`src/rtl/matrix_scan_driver.sv`:
```
// Scan controller for a 32x16, 1/8-scan RGB LED matrix: walks columns and rows,
// shifts pixels out on sclk, latches each row, gates brightness with oe_n.
//
// state   | meaning
// IDLE    | panel blanked, waiting for enable
// SHIFT   | 32 columns x 4 phases, sclk high in phases 2-3
// LATCH   | one-cycle lat strobe, row address captured
// DISPLAY | oe_n low for OE_HOLD cycles, row/frame/offset bookkeeping at the end
module matrix_scan_driver #(
  parameter int OE_HOLD         = 64,
  parameter int FRAMES_PER_STEP = 4,
  parameter int OFFSET_MAX      = 1023
) (
  input  logic       clk,
  input  logic       reset,
  input  logic       enable,
  input  logic [2:0] LED_Top,
  input  logic [2:0] LED_Bottom,
  output logic [4:0] col_count,
  output logic [2:0] row_count,
  output logic [9:0] offset,
  output logic [2:0] rgb_top,
  output logic [2:0] rgb_bottom,
  output logic       sclk,
  output logic       lat,
  output logic       oe_n,
  output logic [2:0] addr,
  output logic       frame_done
);

  localparam int TMR_W = (OE_HOLD > 1) ? $clog2(OE_HOLD) : 1;
  localparam int FRM_W = (FRAMES_PER_STEP > 1) ? $clog2(FRAMES_PER_STEP) : 1;
  localparam logic [TMR_W-1:0] TMR_LOAD = TMR_W'(OE_HOLD - 1);
  localparam logic [FRM_W-1:0] FRM_LAST = FRM_W'(FRAMES_PER_STEP - 1);
  localparam logic [9:0]       OFF_LAST = 10'(OFFSET_MAX);

  typedef enum logic [1:0] {
    ST_IDLE    = 2'd0,
    ST_SHIFT   = 2'd1,
    ST_LATCH   = 2'd2,
    ST_DISPLAY = 2'd3
  } state_t;

  state_t           state, state_d;
  logic [1:0]       phase, phase_d;
  logic [TMR_W-1:0] tmr, tmr_d;
  logic [FRM_W-1:0] frm_cnt, frm_cnt_d;
  logic [4:0]       col_d;
  logic [2:0]       row_d;
  logic [9:0]       offset_d;
  logic [2:0]       rgb_top_d, rgb_bottom_d;
  logic [2:0]       addr_d;
  logic             sclk_d, lat_d, oe_n_d, frame_done_d;

  always_ff @(posedge clk or negedge reset) begin
    if (!reset) begin
      state      <= ST_IDLE;
      phase      <= 2'd0;
      tmr        <= '0;
      frm_cnt    <= '0;
      col_count  <= 5'd0;
      row_count  <= 3'd0;
      offset     <= 10'd0;
      rgb_top    <= 3'd0;
      rgb_bottom <= 3'd0;
      addr       <= 3'd0;
      sclk       <= 1'b0;
      lat        <= 1'b0;
      oe_n       <= 1'b1;
      frame_done <= 1'b0;
    end else begin
      state      <= state_d;
      phase      <= phase_d;
      tmr        <= tmr_d;
      frm_cnt    <= frm_cnt_d;
      col_count  <= col_d;
      row_count  <= row_d;
      offset     <= offset_d;
      rgb_top    <= rgb_top_d;
      rgb_bottom <= rgb_bottom_d;
      addr       <= addr_d;
      sclk       <= sclk_d;
      lat        <= lat_d;
      oe_n       <= oe_n_d;
      frame_done <= frame_done_d;
    end
  end

  always_comb begin
    state_d      = state;
    phase_d      = phase;
    tmr_d        = tmr;
    frm_cnt_d    = frm_cnt;
    col_d        = col_count;
    row_d        = row_count;
    offset_d     = offset;
    rgb_top_d    = rgb_top;
    rgb_bottom_d = rgb_bottom;
    addr_d       = addr;
    frame_done_d = 1'b0;

    case (state)
      ST_IDLE: begin
        if (enable) begin
          state_d = ST_SHIFT;
          phase_d = 2'd0;
          col_d   = 5'd0;
        end
      end

      ST_SHIFT: begin
        phase_d = phase + 2'd1;
        // LED_* lags col_count by one clk, so the pixel for this column is present in P1
        if (phase == 2'd1) begin
          rgb_top_d    = LED_Top;
          rgb_bottom_d = LED_Bottom;
        end
        if (phase == 2'd3) begin
          if (col_count == 5'd31) begin
            col_d   = 5'd0;
            state_d = ST_LATCH;
          end else begin
            col_d = col_count + 5'd1;
          end
        end
      end

      ST_LATCH: begin
        addr_d  = row_count;
        tmr_d   = TMR_LOAD;
        state_d = ST_DISPLAY;
      end

      ST_DISPLAY: begin
        if (tmr == '0) begin
          row_d = row_count + 3'd1;
          if (row_count == 3'd7) begin
            frame_done_d = 1'b1;
            if (frm_cnt == FRM_LAST) begin
              frm_cnt_d = '0;
              offset_d  = (offset == OFF_LAST) ? 10'd0 : offset + 10'd1;
            end else begin
              frm_cnt_d = frm_cnt + 1'b1;
            end
          end
          if (enable) begin
            state_d = ST_SHIFT;
            phase_d = 2'd0;
          end else begin
            state_d = ST_IDLE;
            row_d   = 3'd0;
          end
        end else begin
          tmr_d = tmr - 1'b1;
        end
      end

      default: state_d = ST_IDLE;
    endcase

    // panel strobes are registered from the next state so they are glitch-free
    sclk_d = (state_d == ST_SHIFT) && phase_d[1];
    lat_d  = (state_d == ST_LATCH);
    oe_n_d = (state_d != ST_DISPLAY);
  end

endmodule

```
`config.mk`:
```
export PLATFORM = sky130hd
export DESIGN_NAME = matrix_scan_driver
export DESIGN_NICKNAME = d
export VERILOG_FILES = /design/src/rtl/matrix_scan_driver.sv
export SDC_FILE = /design/constraint.sdc
export NUM_CORES = 1
export LEC_CHECK = 0
export CAP_MARGIN = 20
export CORE_MARGIN = 2
export CORE_UTILIZATION = 45
export CTS_BUF_LIST = sky130_fd_sc_hd__clkbuf_2 sky130_fd_sc_hd__clkbuf_4 sky130_fd_sc_hd__clkbuf_8
export CTS_CLUSTER_DIAMETER = 30
export CTS_CLUSTER_SIZE = 16
export DETAILED_ROUTE_END_ITERATION = 6
export GPL_ROUTABILITY_DRIVEN = 0
export PLACE_DENSITY = 0.7
export SYNTH_ARGS = -nofsm -noshare
export SYNTH_HDL_FRONTEND = slang
export SYNTH_SLANG_ARGS = --single-unit
```
`constraint.sdc`:
```
create_clock -name clk -period 2.7 [get_ports clk]
set_clock_uncertainty 0.2 [all_clocks]
set_input_delay 0.27 -clock clk [delete_from_list [all_inputs] [get_ports clk]]
set_output_delay 0.27 -clock clk [all_outputs]
set_load 0.05 [all_outputs]
```
==> results of run 1 <==
==> cells by family after synthesis <==
kind of cell | after synthesis
DFF | 43
and+or+nand+nor | 76
AOI/OAI and AO/OA | 42
buffers and inverters | 16
xor gates and xnor gates | 4
adders and majority gates | 9
muxes | 14
==> cells in the final DEF (no fill, tap or decap), types with 2 or more instances in the layout <==
cell type,n
ha_1,9
and3_1,3
nand3_1,11
inv_1,10
o31ai_1,4
and4_1,3
nor3_1,3
clkdlybuf4s50_1,38
nor2_1,15
xor2_1,3
o21ai_0,13
o22ai_1,2
a21oi_1,5
nor4_1,2
mux2_2,12
dfrtp_1,42
mux2i_1,2
nand2_1,25
clkbuf_8,6
o41ai_1,2
nand2b_1,6
a221oi_1,2
a31oi_1,2
a22o_1,3
==> what timing repair did <==
item	in CTS	in global routing
hold buffers	1	0
hold endpoints to repair	42	0
buffers inserted	0	0
==> registers in the layout, indices dropped and copies added (netlist names) <==
register / cells
addr: 3
col_count: 5
frame_done: 1
frm_cnt: 2
lat: 1
oe_n: 1
offset: 10
phase: 2
rgb_bottom: 3
rgb_top: 3
row_count: 3
sclk: 1
state: 2
tmr: 6
==> power by group through the flow <==
stage	Sequential, mW	Clock, mW	Combinational [mW]
floorplan	1.21	0	0.299
global placement	0.869	0	0.926
detailed placement	0.875	0	0.932
CTS	0.864	0.533	0.939
global route	0.882	0.555	1.00
finish	0.861	0.514	0.927
==> routing by layer <==
| layer | GRT usage, % | share of wire (%) | vias to the layer above |
|---|---|---|---|
| met5 | 0 | 0 | - |
| met4 | 5.350 | 0.70 | 0 |
| met3 | 4.420 | 3.9 | 4 |
| met2 | 27.37 | 48 | 35 |
| met1 | 20.64 | 47 | 782 |
| li1 | - | - | 818 |
==> layout make-up <==
cell class	count	area (um^2)	share of cell area, %
flip-flops and latches	43	1077	40.03
multi-input cells	145	988.4	36.73
repair buffers	41	402.9	14.97
clock buffers	6	82.58	3.068
well taps	54	67.56	2.510
inverters	10	37.54	1.395
clock inverters	2	35.03	1.302
==> cells in the mapped netlist (all sizes together), types with 2 or more instances <==
cell type  instances
nor4               2
o22ai              2
dfrtp             42
nand2             25
o41ai              2
mux2              12
a22o               4
a221oi             2
mux2i              2
buf                2
a31oi              2
nand3             11
nor3               3
and4               3
ha                 9
clkbuf             4
o21ai             13
and3               3
xor2               3
o31ai              4
inv               10
nor2              16
nand2b             6
a21oi              5
==> how the worst max path moves through the flow <==
| stage | cells past startpoint | slack, ps | startpoint | endpoint |
|---|---|---|---|---|
| floorplan | 7 | 490 | row_count[0] | offset[0] |
| global placement | 4 | 670 | state[0] | offset[8] |
| detailed placement | 6 | 650 | row_count[0] | offset[8] |
| CTS | 1 | 610 | offset[5] | offset[5] |
| global route | 4 | 450 | tmr[3] | offset[8] |
| finish | 4 | 590 | state[0] | offset[8] |
==> results.toml, run 1 <==
[pwr]
p_clk_share_pct = 22.3
pwr-share-comb_pct = 40.3
switching_share_pct = 38.40
internal-power_mw = 1.419
total_power_mw = 2.303
p_leak_nw = 1.243
ir_drop_mv = 0.7336
p_switching_mw = 0.8843
seqPwrFrac_pct = 37.4
powerDensity_mw_per_mm2 = 855.7

[hold_path]
hp-start = "offset[8]"
min_path_cells = 1
hold_path_class = "flip-flop to flip-flop"
holdPathEnd = "offset[8]"

[synthesis]
synth_edf_count = 0
synth_nets = 222
async_reset_ff_share_pct = 100.0
synthAdderAreaFrac_pct = 5.279
yosys.cell_types.count = 44
synth_seq_area_share_pct = 50.50
synth_area_per_cell_um2 = 10.46
ys_warn_count = 0
yosys.area_share.simple_pct = 18.77
synthFlopType = "dfrtp_1"
synthMuxAreaShare_pct = 7.273
synth_xor_area_share_pct = 1.642
yosys.area.top_type_share_pct = 49.27
synthCells = 204
synthTopCellsByArea = "dfrtp_1, mux2_2, ha_1"
synth_top_family_by_area = "simple AND/OR/NAND/NOR gates"
synth_seq_cells = 43
netlist_area_mm2 = 0.002133
synth_compound_area_share_pct = 13.37
yosys.area.top_type = "dfrtp_1"

[global_routing]
antenna_found_initial = 0
track_usage_pct = 16.38
grt.overflow.total = 0
grt_pass1_wl_mm = 6.789
grt_max_degree = 44
grt_pass1_vias = 1501

[setup_path]
rr_startpoint = "state[0]"
r2r_slack_ps = 590
path_buf_inv = 0
r2r_end = "offset[8]"
critPathMaxFanout = 16
r2r_cells = 4
required_ps = 2720
startpoint_type = "flip-flop"
endpoint_kind = "flip-flop"
cp_slowest_cell = "dfrtp_1"
crit_arrival_ps = 2130
crit_chain = "and4b_1 > nand3_1 > nor4_1 > xor2_1"
crit_type = "flip-flop to flip-flop"
crit_family = "simple AND/OR/NAND/NOR gates"
slowest_delay_ps = 660

[routing]
routed_wl_mm = 4.009
vias = 1639
antenna_left = 0
dr.pass1.iters = 4
wl_per_cell_um = 13.32
vias_per_cell = 5.445
first_iter_violations = 56
drc = 0

[run]
drv_cap = 0

[placement]
dp_hpwl_mm = 2.852
placed_cell_area_mm2 = 0.002564
dp_slack_ps = 652.6
post-place-cells = 292
portBuffers = 39

[clocking]
cts-root-buf = "clkbuf_8"
post_cts_resized = 0
cts_made_buffers = 5
path_clk_slew_ps = 80
cts.sinks = 43
htree_levels = 2
cts_tree = "yes"
clock_path_buffers = 2
clock_latency_ps = 290

[floorplan]
core-area_mm2 = 0.004661
dieArea_mm2 = 0.005307
die_h_um = 72.85
initial_core_util_pct = 45.77
die_w_um = 72.85
fp-row-count = 25
pin_count = 40

[timing]
worst_slew_pin_slew_ps = 942.1
grt_setup_unrepaired = "no"
hold_violations = 0
maxSlewViolCount = 0
fmax_mhz = 473.3
fin_crit_sh_pct = 78.25
worst_slack_ps = 587.1
relSlewSlack_pct = 37.19
hold_ws_ps = 289.4
setup_viol = 0
period_minus_slack_ps = 2113
fin_setup_tns_ps = 0

[finish]
final_util_pct = 57.75
syn2layout_area_growth_pct = 26.16
drive_gt1_share_pct = 11.34
antennaDiodeCount = 0
nFillCells = 410
stdcell_count = 301
final_cell_area_mm2 = 0.002691
nets = 264

[outcome]
status = "finished, final reports clean"
No activity file was read; power rests on OpenSTA's default activity.
==> run 2: changes to the inputs <==
--- a/config.mk
+++ b/config.mk
@@ -13,7 +13,7 @@
 export CTS_CLUSTER_SIZE = 16
 export DETAILED_ROUTE_END_ITERATION = 6
 export GPL_ROUTABILITY_DRIVEN = 0
-export PLACE_DENSITY = 0.7
+export PLACE_DENSITY = 0.73
 export SYNTH_ARGS = -nofsm -noshare
 export SYNTH_HDL_FRONTEND = slang
 export SYNTH_SLANG_ARGS = --single-unit
==> constraint.sdc (replaced) <==
create_clock -name clk -period 1.9 [get_ports clk]
set_clock_uncertainty 0.2 [all_clocks]
set_input_delay 0.19 -clock clk [delete_from_list [all_inputs] [get_ports clk]]
set_output_delay 0.19 -clock clk [all_outputs]
set_load 0.05 [all_outputs]
==> run 2 against run 1 <==
Against the previous run: sequential share of layout area shrank 2.4 points; critical path depth shrank 3; non-clock buffer count grew 18; hold slack lost 150 ps; setup slack lost 530 ps; utilization grew 4.1 points; cell count grew 6.0%; highest routed layer unchanged.
==> results.toml, run 2 (synthesis results as in run 1) <==
[timing]
fin_crit_sh_pct = 96.86
fin_setup_tns_ps = 0
fmax_mhz = 543.4
worst_slack_ps = 59.71
worst_slew_pin_slew_ps = 500.3
setup_viol = 0
maxSlewViolCount = 0
period_minus_slack_ps = 1840
hold_violations = 0
relSlewSlack_pct = 66.54
hold_ws_ps = 143.5

[global_routing]
grt_pass1_wl_mm = 7.514
grt_pass1_vias = 1684
grt.overflow.total = 0
antenna_found_initial = 0
grt_max_degree = 19
track_usage_pct = 18.31

[finish]
nFillCells = 391
largest_reg_flops = 10
multi_input_area_mm2 = 0.001066
regMostFlops = "offset"
nets = 282
drive_gt1_share_pct = 30.94
syn2layout_area_growth_pct = 35.13
antennaDiodeCount = 0
final_cell_area_mm2 = 0.002883
final-seq-area_mm2 = 0.001085
final_util_pct = 61.85
final_common_cell = "buf_4"
stdcell_count = 319
layout_common_cells = "buf_4, dfrtp_1, nand2_1"
reg_top3 = "offset (10), tmr (6), col_count (5)"

[clocking]
cts.sinks = 43
cts_tree = "yes"
cts-root-buf = "clkbuf_8"
clock_path_buffers = 2
cts_made_buffers = 5
path_clk_slew_ps = 90
htree_levels = 2
clock_latency_ps = 300

[setup_path]
critPathMaxFanout = 2
crit_type = "flip-flop to output pin"
crit_arrival_ps = 1450
path_buf_inv = 1
startpoint_type = "flip-flop"
crit_chain = "clkdlybuf4s50_1"
r2r_end = "offset[0]"
r2r_slack_ps = 70
cp_slowest_cell = "clkdlybuf4s50_1"
r2r_cells = 7
rr_startpoint = "row_count[0]"
slowest_delay_ps = 800
crit_family = "buffers and inverters"
required_ps = 1510
endpoint_kind = "output pin"

[pwr]
p_leak_nw = 1.380
ir_drop_mv = 0.9704
powerDensity_mw_per_mm2 = 1203
total_power_mw = 3.468

[run]
drv_cap = 0

[placement]
placed_cell_area_mm2 = 0.002660
post-place-cells = 306
portBuffers = 39
dp_slack_ps = 24.46
dp_hpwl_mm = 3.205

[routing]
vias_per_cell = 5.489
dr.pass1.iters = 4
drc = 0
first_iter_violations = 60
antenna_left = 0
vias = 1751
routed_wl_mm = 4.454
wl_per_cell_um = 13.96

[floorplan]
fp-row-count = 25
die_h_um = 72.85
pin_count = 40
initial_core_util_pct = 45.77
die_w_um = 72.85
core-area_mm2 = 0.004661
dieArea_mm2 = 0.005307

[outcome]
status = "finished, final reports clean"

[hold_path]
hold_path_class = "input pin to async pin"
==> run 2: worst max path at each step <==
stage	to	startpoint	depth (start not counted)
final	rgb_bottom[1]	rgb_bottom[1]	1
after global routing	offset[6]	tmr[1]	6
after CTS	offset[9]	tmr[0]	6
after detailed placement	offset[9]	tmr[0]	6
after global placement	offset[9]	tmr[0]	6
after floorplan	offset[7]	row_count[1]	7
==> run 2: power breakdown <==
group	switching, mW	leakage [nW]	total [mW]	internal [mW]
sequential	0.143	0.540	1.24	1.10
clock	0.326	0.0644	0.850	0.524
combinational	0.848	0.776	1.38	0.530
==> run 2: final cells by class <==
| cell class | count | share of cell area (%) |
|---|---|---|
| clock buffers | 5 | 2.387 |
| clock inverters | 3 | 2.344 |
| inverters | 10 | 1.302 |
| multi-input cells | 145 | 36.98 |
| flip-flops and latches | 43 | 37.63 |
| well taps | 54 | 2.344 |
| repair buffers | 59 | 17.01 |
==> run 2: per-layer routing <==
layer / GRT usage (%) / wire length, um / vias up
li1: - / - / 853
met1: 22.95 / 2041 / 858
met2: 31.21 / 2183 / 33
met3: 4.144 / 173 / 7
met4: 6.173 / 56 / 0
met5: 0 / 0 / -
==> run 2: repair_timing <==
action                     4_1_cts  5_1_grt
hold buffers                     1        0
hold endpoints to repair        34        0
setup endpoints to repair        0        9
buffers inserted                 0        4
gates resized for setup          0       11
==> run 3: changes to the inputs <==
--- a/config.mk
+++ b/config.mk
@@ -7,7 +7,7 @@
 export LEC_CHECK = 0
 export CAP_MARGIN = 20
 export CORE_MARGIN = 2
-export CORE_UTILIZATION = 45
+export CORE_UTILIZATION = 39
 export CTS_BUF_LIST = sky130_fd_sc_hd__clkbuf_2 sky130_fd_sc_hd__clkbuf_4 sky130_fd_sc_hd__clkbuf_8
 export CTS_CLUSTER_DIAMETER = 30
 export CTS_CLUSTER_SIZE = 16
==> constraint.sdc (replaced) <==
create_clock -name clk -period 1.7 [get_ports clk]
set_clock_uncertainty 0.2 [all_clocks]
set_input_delay 0.17 -clock clk [delete_from_list [all_inputs] [get_ports clk]]
set_output_delay 0.17 -clock clk [all_outputs]
set_load 0.05 [all_outputs]
==> run 3 against run 2 <==
Against the previous run: sequential power increased by 10%; critical endpoint is now offset[9]; flip-flop and latch count did not move; design area increased by 16%; die area grew 15%; largest power group unchanged; the flow now finishes with violations (setup timing); hold slack improved by 26 ps; clock power shrank 22%.
==> results.toml, run 3 (synthesis results as in run 1) <==
[floorplan]
core-area_mm2 = 0.005205
dieArea_mm2 = 0.006078
die_w_um = 77.96
pin_count = 40
die_h_um = 77.96
initial_core_util_pct = 40.99
fp-row-count = 26

[timing]
maxSlewViolCount = 0
worst_slew_pin_slew_ps = 519.6
period_minus_slack_ps = 1792
grt_setup_unrepaired = "yes"
hold_violations = 0
fin_setup_tns_ps = -518.5
relSlewSlack_pct = 65.36
fmax_mhz = 558.0
fin_crit_sh_pct = 105.4
worst_slack_ps = -92.26
setup_viol = 11

[global_routing]
antenna_found_initial = 0
grt.overflow.total = 0
grt_pass1_vias = 1756
grt_pass1_wl_mm = 8.459
track_usage_pct = 17.82
grt_max_degree = 24

[finish]
regMostFlops = "offset"
syn2layout_area_growth_pct = 56.72
layout_common_cells = "buf_4, dfrtp_1, nand2_1"
reg_top3 = "offset (10), tmr (6), col_count (5)"
largest_reg_flops = 10
nFillCells = 399
final_common_cell = "buf_4"
drive_gt1_share_pct = 49.15
antennaDiodeCount = 0
nets = 310

[routing]
vias_per_cell = 5.240
antenna_left = 0
first_iter_violations = 73
drc = 0
vias = 1902
dr.pass1.iters = 4
routed_wl_mm = 5.328
wl_per_cell_um = 14.68

[setup_path]
startpoint_type = "flip-flop"
r2r_end = "offset[9]"
endpoint_kind = "flip-flop"
crit_type = "flip-flop to flip-flop"
critPathLaunch = "tmr[5]"
required_ps = 1690
r2r_cells = 4
crit_arrival_ps = 1780
rr_startpoint = "tmr[5]"
critPathMaxFanout = 3
r2r_slack_ps = -90

[clocking]
clock_path_buffers = 2
cts.sinks = 43
htree_levels = 2
path_clk_slew_ps = 80
cts-root-buf = "clkbuf_8"
cts_made_buffers = 5
clock_latency_ps = 300
cts_tree = "yes"

[pwr]
p_leak_nw = 1.591
ir_drop_mv = 0.9503
total_power_mw = 3.997
powerDensity_mw_per_mm2 = 1196

[placement]
portBuffers = 39
dp_hpwl_mm = 3.692

[outcome]
status = "finished with violations"
failed_checks = "setup timing"

[run]
drv_cap = 0

[hold_path]
hold_path_class = "input pin to async pin"
run 3: where the power goes:
part	internal [mW]	switching (mW)	total [mW]
Sequential	1.23	0.142	1.37
Combinational	0.876	1.08	1.96
Clock	0.303	0.363	0.666
run 3: stage by stage:
stage                     instances  util (%)  area, um^2  worst slack (ps)  hold slack, ps
after floorplan                 204         -        2210            -199.0          -325.6
after global placement          347     58.17        3028            -62.40          -39.34
after detailed placement        347     58.17        3028            -109.6          -32.03
after CTS                       359     61.51        3202            -79.83           171.5
after global routing            363     64.23        3343            -166.6           210.3
final                           363     64.23        3343            -92.26           169.1
run 3: worst max-delay path by stage:
stage / end / cells after the start
5_1_grt: offset[9] / 4
3_3_place_gp: phase[0] / 7
3_5_place_dp: offset[9] / 4
6_report: offset[9] / 4
2_1_floorplan: offset[7] / 7
4_1_cts: offset[9] / 6
run 3: worst max-delay path, stage by stage, from the launching register on:
cell and delay (ps):
dfrtp_1 410, or3_4 420, nor4b_4 300, a31oi_1 120
a41o_2 230
run 3: area by class of cell:
| class | count | area [um^2] | share of cell area (%) |
|---|---|---|---|
| inverter | 10 | 37.54 | 1.123 |
| multi-input combinational | 145 | 1177 | 35.22 |
| clock buffer | 6 | 76.32 | 2.283 |
| timing repair buffer | 87 | 864.6 | 25.86 |
| tap | 70 | 87.58 | 2.620 |
| clock inverter | 2 | 12.51 | 0.3743 |
| sequential | 43 | 1087 | 32.52 |
run 3: repair_timing:
| action | in CTS | in global routing |
|---|---|---|
| endpoints found under the setup margin | 17 | 33 |
| hold buffers | 1 | 0 |
| endpoints found under the hold margin | 20 | 0 |
| gates resized for setup | 13 | 27 |
| buffers inserted | 3 | 4 |
| pin swaps | 9 | 18 |
run 3: per-layer routing:
layer | track usage [%] | wire [um] | part of all wire [%] | up-vias
li1 | - | - | - | 910
met1 | 22.64 | 2243 | 42 | 939
met2 | 29.66 | 2787 | 52 | 47
met3 | 3.605 | 180 | 3.4 | 6
met4 | 7.368 | 116 | 2.2 | 0
met5 | 0 | 0 | 0 | -
